[config.mk]
export PLATFORM = sky130hd
export DESIGN_NAME = ctrl_pipe
export DESIGN_NICKNAME = d
export VERILOG_FILES = /design/src/rtl/ctrl_pipe.sv
export SDC_FILE = /design/constraint.sdc
export NUM_CORES = 1
export LEC_CHECK = 0
export ABC_AREA = 1
export BUFFER_PORTS_ARGS = -buffer_cell sky130_fd_sc_hd__buf_2
export CAP_MARGIN = 30
export CORE_UTILIZATION = 42
export CTS_CLUSTER_SIZE = 30
export DETAILED_ROUTE_END_ITERATION = 12
export PLACE_DENSITY = 0.76
export SYNTH_ARGS = -nofsm -noshare
export SYNTH_HDL_FRONTEND = slang
export SYNTH_SLANG_ARGS = --single-unit
[constraint.sdc]
create_clock -name clk -period 0.8 [get_ports clk]
set_input_delay 0.08 -clock clk [delete_from_list [all_inputs] [get_ports clk]]
set_output_delay 0.08 -clock clk [all_outputs]
set_load 0.01 [all_outputs]
[src/rtl/ctrl_pipe.sv]
`default_nettype none
// ============================================================================
//  Module      : ctrl_pipe
//  Description : ID/EX, EX/MEM and MEM/WB control registers for the Decode
//                control bundle, with stall/flush bubble insertion. Optional
//                bubble counter is built when CTRL_PERF_EN is defined.
//  Revision    : 1.0 - initial release
// ============================================================================
module ctrl_pipe #(
    parameter int CTRL_W = 9,
    parameter int PERF_W = 16
) (
    input  logic              clk,
    input  logic              rst_n,
    input  logic [CTRL_W-1:0] id_ctrl,
    input  logic              id_valid,
    input  logic              stall,
    input  logic              flush,
    output logic              ex_valid,
    output logic              ex_reg_dst,
    output logic              ex_alu_src,
    output logic [1:0]        ex_alu_op,
    output logic              mem_valid,
    output logic              mem_read,
    output logic              mem_write,
    output logic              mem_branch,
    output logic              wb_valid,
    output logic              wb_mem_to_reg,
    output logic              wb_reg_write
`ifdef CTRL_PERF_EN
    ,
    output logic [PERF_W-1:0] bubble_cnt
`endif
);

    // Bit positions inside the Decode control word
    localparam int BIT_REG_DST    = 8;
    localparam int BIT_ALU_SRC    = 7;
    localparam int BIT_MEM_TO_REG = 6;
    localparam int BIT_REG_WRITE  = 5;
    localparam int BIT_MEM_READ   = 4;
    localparam int BIT_MEM_WRITE  = 3;
    localparam int BIT_BRANCH     = 2;
    localparam int BIT_ALU_OP_HI  = 1;
    localparam int BIT_ALU_OP_LO  = 0;

    // MEM-stage word layout: {MemtoReg, RegWrite, MemRead, MemWrite, Branch}
    localparam int MEM_W = 5;
    localparam int WB_W  = 2;

    logic              ex_valid_q,  ex_valid_d;
    logic [CTRL_W-1:0] ex_ctrl_q,   ex_ctrl_d;
    logic              mem_valid_q, mem_valid_d;
    logic [MEM_W-1:0]  mem_ctrl_q,  mem_ctrl_d;
    logic              wb_valid_q,  wb_valid_d;
    logic [WB_W-1:0]   wb_ctrl_q,   wb_ctrl_d;
    logic              ex_load;

    // Flush dominates stall; either one, or an idle slot, loads a bubble into EX.
    assign ex_load = id_valid & ~stall & ~flush;

    always_comb begin
        ex_valid_d  = ex_load;
        ex_ctrl_d   = ex_load ? id_ctrl : '0;

        mem_valid_d = 1'b0;
        mem_ctrl_d  = '0;
        if (!flush) begin
            mem_valid_d = ex_valid_q;
            mem_ctrl_d  = {ex_ctrl_q[BIT_MEM_TO_REG], ex_ctrl_q[BIT_REG_WRITE],
                           ex_ctrl_q[BIT_MEM_READ],   ex_ctrl_q[BIT_MEM_WRITE],
                           ex_ctrl_q[BIT_BRANCH]};
        end

        // WB is never squashed: whatever sits in MEM has already committed.
        wb_valid_d  = mem_valid_q;
        wb_ctrl_d   = mem_ctrl_q[MEM_W-1 -: WB_W];
    end

    always_ff @(posedge clk) begin
        if (!rst_n) begin
            ex_valid_q  <= 1'b0;
            ex_ctrl_q   <= '0;
            mem_valid_q <= 1'b0;
            mem_ctrl_q  <= '0;
            wb_valid_q  <= 1'b0;
            wb_ctrl_q   <= '0;
        end else begin
            ex_valid_q  <= ex_valid_d;
            ex_ctrl_q   <= ex_ctrl_d;
            mem_valid_q <= mem_valid_d;
            mem_ctrl_q  <= mem_ctrl_d;
            wb_valid_q  <= wb_valid_d;
            wb_ctrl_q   <= wb_ctrl_d;
        end
    end

    assign ex_valid      = ex_valid_q;
    assign ex_reg_dst    = ex_ctrl_q[BIT_REG_DST];
    assign ex_alu_src    = ex_ctrl_q[BIT_ALU_SRC];
    assign ex_alu_op     = {ex_ctrl_q[BIT_ALU_OP_HI], ex_ctrl_q[BIT_ALU_OP_LO]};

    assign mem_valid     = mem_valid_q;
    assign mem_read      = mem_ctrl_q[2];
    assign mem_write     = mem_ctrl_q[1];
    assign mem_branch    = mem_ctrl_q[0];

    assign wb_valid      = wb_valid_q;
    assign wb_mem_to_reg = wb_ctrl_q[1];
    assign wb_reg_write  = wb_ctrl_q[0];

`ifdef CTRL_PERF_EN
    logic [PERF_W-1:0] bubble_cnt_q, bubble_cnt_d;

    // Saturating count of edges on which EX took a bubble.
    always_comb begin
        bubble_cnt_d = bubble_cnt_q;
        if (!ex_load && !(&bubble_cnt_q)) begin
            bubble_cnt_d = bubble_cnt_q + PERF_W'(1);
        end
    end

    always_ff @(posedge clk) begin
        if (!rst_n) begin
            bubble_cnt_q <= '0;
        end else begin
            bubble_cnt_q <= bubble_cnt_d;
        end
    end

    assign bubble_cnt = bubble_cnt_q;
`endif

endmodule
`default_nettype wire

==> results.txt <==
Leakage dissipation: 0.477 nW. The tools report the start point of the worst min-delay path as rst_n. The largest single stage delay on the critical path is 0.34 ns.

For this design, the sink count on the clock tree is 19. The tightest min-delay check is of the in -> reg type. The category of the worst setup path capture point was an output pin. Once detail routing completed, the nets flagged for antenna violations numbered 0.

The startpoint of the lowest-slack register-to-register path is ex_ctrl_q[4]. The horizontal die dimension was 38.7 µm. The top cell type by total area after synthesis was sky130_fd_sc_hd__dfxtp_1. For this block, wires on met1 add up to 370 µm. The post-layout worst setup margin is -0.0338 ns.

The tools report the end of the worst register-to-register path as mem_ctrl_q[2]. The repair_antennas step left the layout with diodes totalling 0. The maximum fanout along the worst path came out at 2.

The critical path goes through buf_6. Synthesis instantiated 7 different standard cells from the library. The count of buffer and inverter cells on the critical path came out at 1. The wire-length estimate of the detail-placed layout is 540 µm. At the end of routability-driven placement, the weighted congestion stood at 0.602.

The H-tree level count was 1; the total I/O pin count was 26. The time the final worst path needs with I/O delays and setup is 0.834 ns, and the pin count of the biggest net entering global routing is 12. Global routing used 16.4% of the available tracks.

The highest clock frequency the design can meet is 1200 MHz. Global routing finished with a remaining overflow of 0. Leaving out filler cells and counting taps, the final layout contains 115. The clock-pin slew of the registers on the worst-case setup and hold paths is 0.11 ns, and the number of antenna violations at the first check in global routing is 0. Summed over all failing endpoints, the final setup total negative slack is -0.143 ns. STA classifies the critical path startpoint as a flip-flop. The total design power is 0.00155 W. For the final database, setup skew stands at 0.00472 ns. The synthesized design contains 19 register bits. The maximum vdd ir drop was 1.14 mV.

After detailed routing, the average wire length per cell comes to 9.05 µm. The share of the synthesized area in the top cell type was 67.3%. The run finished, with violations left. Wires add up to 1040 µm. The cell area after synthesis is 566 µm², and the transition time at the pin with the least slew margin is 0.186 ns. Max-cap violations in this run came to 0. The logs give 465 for the count of vias placed by the detailed router and 73.7% for the final core area utilization. Setup repair after global routing could not meet its margin everywhere. Data on the critical path is required at its endpoint by 0.72 ns.

The first global-routing pass estimated 1500 µm of wire. The later pin in the worst-skew pair is clocked with a latency of 0.29 ns. Setup violations remaining at the end of the flow were counted as 11. The most critical setup path has its startpoint at ex_valid. At the worst endpoint, the arrival time is 0.75 ns.

The number of cells on the worst reg-to-reg path works out to 2. The logs give 116 for the net total in the final layout and 48.3% for the effective utilization at floorplan. The share of final-layout standard cells stronger than drive strength 1 is 37.6%.

The library cell used most frequently in the layout, excluding fill and tap cells, is sky130_fd_sc_hd__inv_1. The floorplan has 12 rows. The critical path is of the reg -> out type. The hold violation count in the final report is 0. For this run, the detailed router's first-pass iteration total came to 2. The count of buffers added on input and output ports is 25. Compared with the post-synthesis result, the final layout area differs by 52.7%. Headroom to the max-slew limit came out at 87.6%. Yosys printed 0 warnings. The cell family contributing the most delay on the critical path was flip-flops. In this run the deepest clock path goes through 2 buffers. The power per unit of standard cell area was 1790 nW/µm². Ratio of routed vias to standard cells: 4.04. The highest metal layer with signal wires is met4. Counting the buffers created by CTS gives 3. Hold-critical path endpoint: wb_ctrl_q[0]. The instance count along the most critical hold path is 3, and the number of filler instances in the final layout is 86. After layout, the worst path uses 104% of the clock period. The DRC marker count from the first detailed-route iteration came out at 4. TritonCTS built the clock tree.

The run gives 67.3% as the fraction of the yosys area taken by sequential cells. Detailed routing placed a total of 595 µm of wire on met2. The floorplan step defined a die boundary enclosing 1500 µm². The checks that failed: setup timing. The height of the chip came out at 38.7 µm. Leaving out fill and tap cells, the most frequent cells in the layout are sky130_fd_sc_hd__inv_1 (22), sky130_fd_sc_hd__buf_2 (18), sky130_fd_sc_hd__nor2_1 (16). The cell count after synthesis came out at 65. The area of the placeable core is 1170 µm², and the number of global-route vias before repair is 390. Before CTS, the worst setup slack after placement is 0.142 ns.

The logs give 0 for the final number of max-transition violations and 0.22 ns for the minimum setup slack among reg-to-reg paths. Each instance of the synthesized netlist takes up on average 8.70 µm². The synthesized net count came out at 79. The number of design rule violations left after detail routing is 0. By area the synthesized netlist is led by sky130_fd_sc_hd__dfxtp_1 (67%), sky130_fd_sc_hd__inv_1 (15%), sky130_fd_sc_hd__nor2_1 (11%).

Slowest cell on the critical path: sky130_fd_sc_hd__dfxtp_2. Counting tap cells, the placed design contains a total of 102 instances. The cell sitting at the root of the clock tree is a sky130_fd_sc_hd__clkbuf_4. The amount of wire on met3 after detailed routing came out at 63 µm.
[per-layer routing]
metal / track usage, % / vias up
met3: 3.47 / 2
met1: 13.1 / 200
li1: - / 245
met4: 12.9 / 0
met5: 0 / -
met2: 32.5 / 18
[power by group]
part,internal [W],switching (W)
combinational,0.0000703,0.0000457
clock,0.000186,0.000282
sequential,0.000957,0.00000433
total,0.00121,0.000332
[synth_stat cells]
cell and number:
sky130_fd_sc_hd__inv_1 22, sky130_fd_sc_hd__nor2_2 1, sky130_fd_sc_hd__nand2_2 1, sky130_fd_sc_hd__dfxtp_1 19
sky130_fd_sc_hd__nor2_1 16, sky130_fd_sc_hd__nand2_1 4, sky130_fd_sc_hd__buf_4 2
[registers in the layout (all words and copies together), names as in the netlist]
signal and count:
ex_ctrl_q 9, mem_ctrl_q 5, wb_ctrl_q 2, ex_valid 1, mem_valid 1, wb_valid 1
[cell families after synthesis]
family	count (synthesis)	share of synthesized area (%)
and+or+nand+nor	22	15.5
buffers and inverters	24	17.3
DFF	19	67.3
[per-stage QoR]
stage          cell area, µm²  hold WS, ns
6_report                  863       0.0202
5_1_grt                   863       0.0281
4_1_cts                   826       0.0119
3_5_place_dp              693        0.298
3_3_place_gp              693        0.291
2_1_floorplan             566        0.173
[final cells by class]
cell class / count / area, µm² / area share, %
clock buffer: 3 / 22.5 / 2.61
tap: 14 / 17.5 / 2.03
inverter: 22 / 82.6 / 9.57
sequential: 19 / 389 / 45.1
timing repair buffer: 34 / 259 / 30.0
clock inverter: 1 / 5.00 / 0.580
multi-input combinational: 22 / 87.6 / 10.1
[repair_timing]
action                                  4_1_cts  5_1_grt
endpoints found under the hold margin         9        0
resized for setup                             4       10
hold buffers                                  9        0
endpoints found under the setup margin       12       12
buffers inserted                              0        0
[worst max path at each step]
stage,endpoint,slack [ns],cells after the start
finish,ex_valid,-0.03,1
global route,ex_valid,-0.06,1
CTS,ex_alu_op[0],-0.03,1
detailed placement,ex_ctrl_q[1],0.14,5
global placement,ex_ctrl_q[5],0.16,5
floorplan,mem_valid,0.26,2
Power figures use the tool's default switching activity.
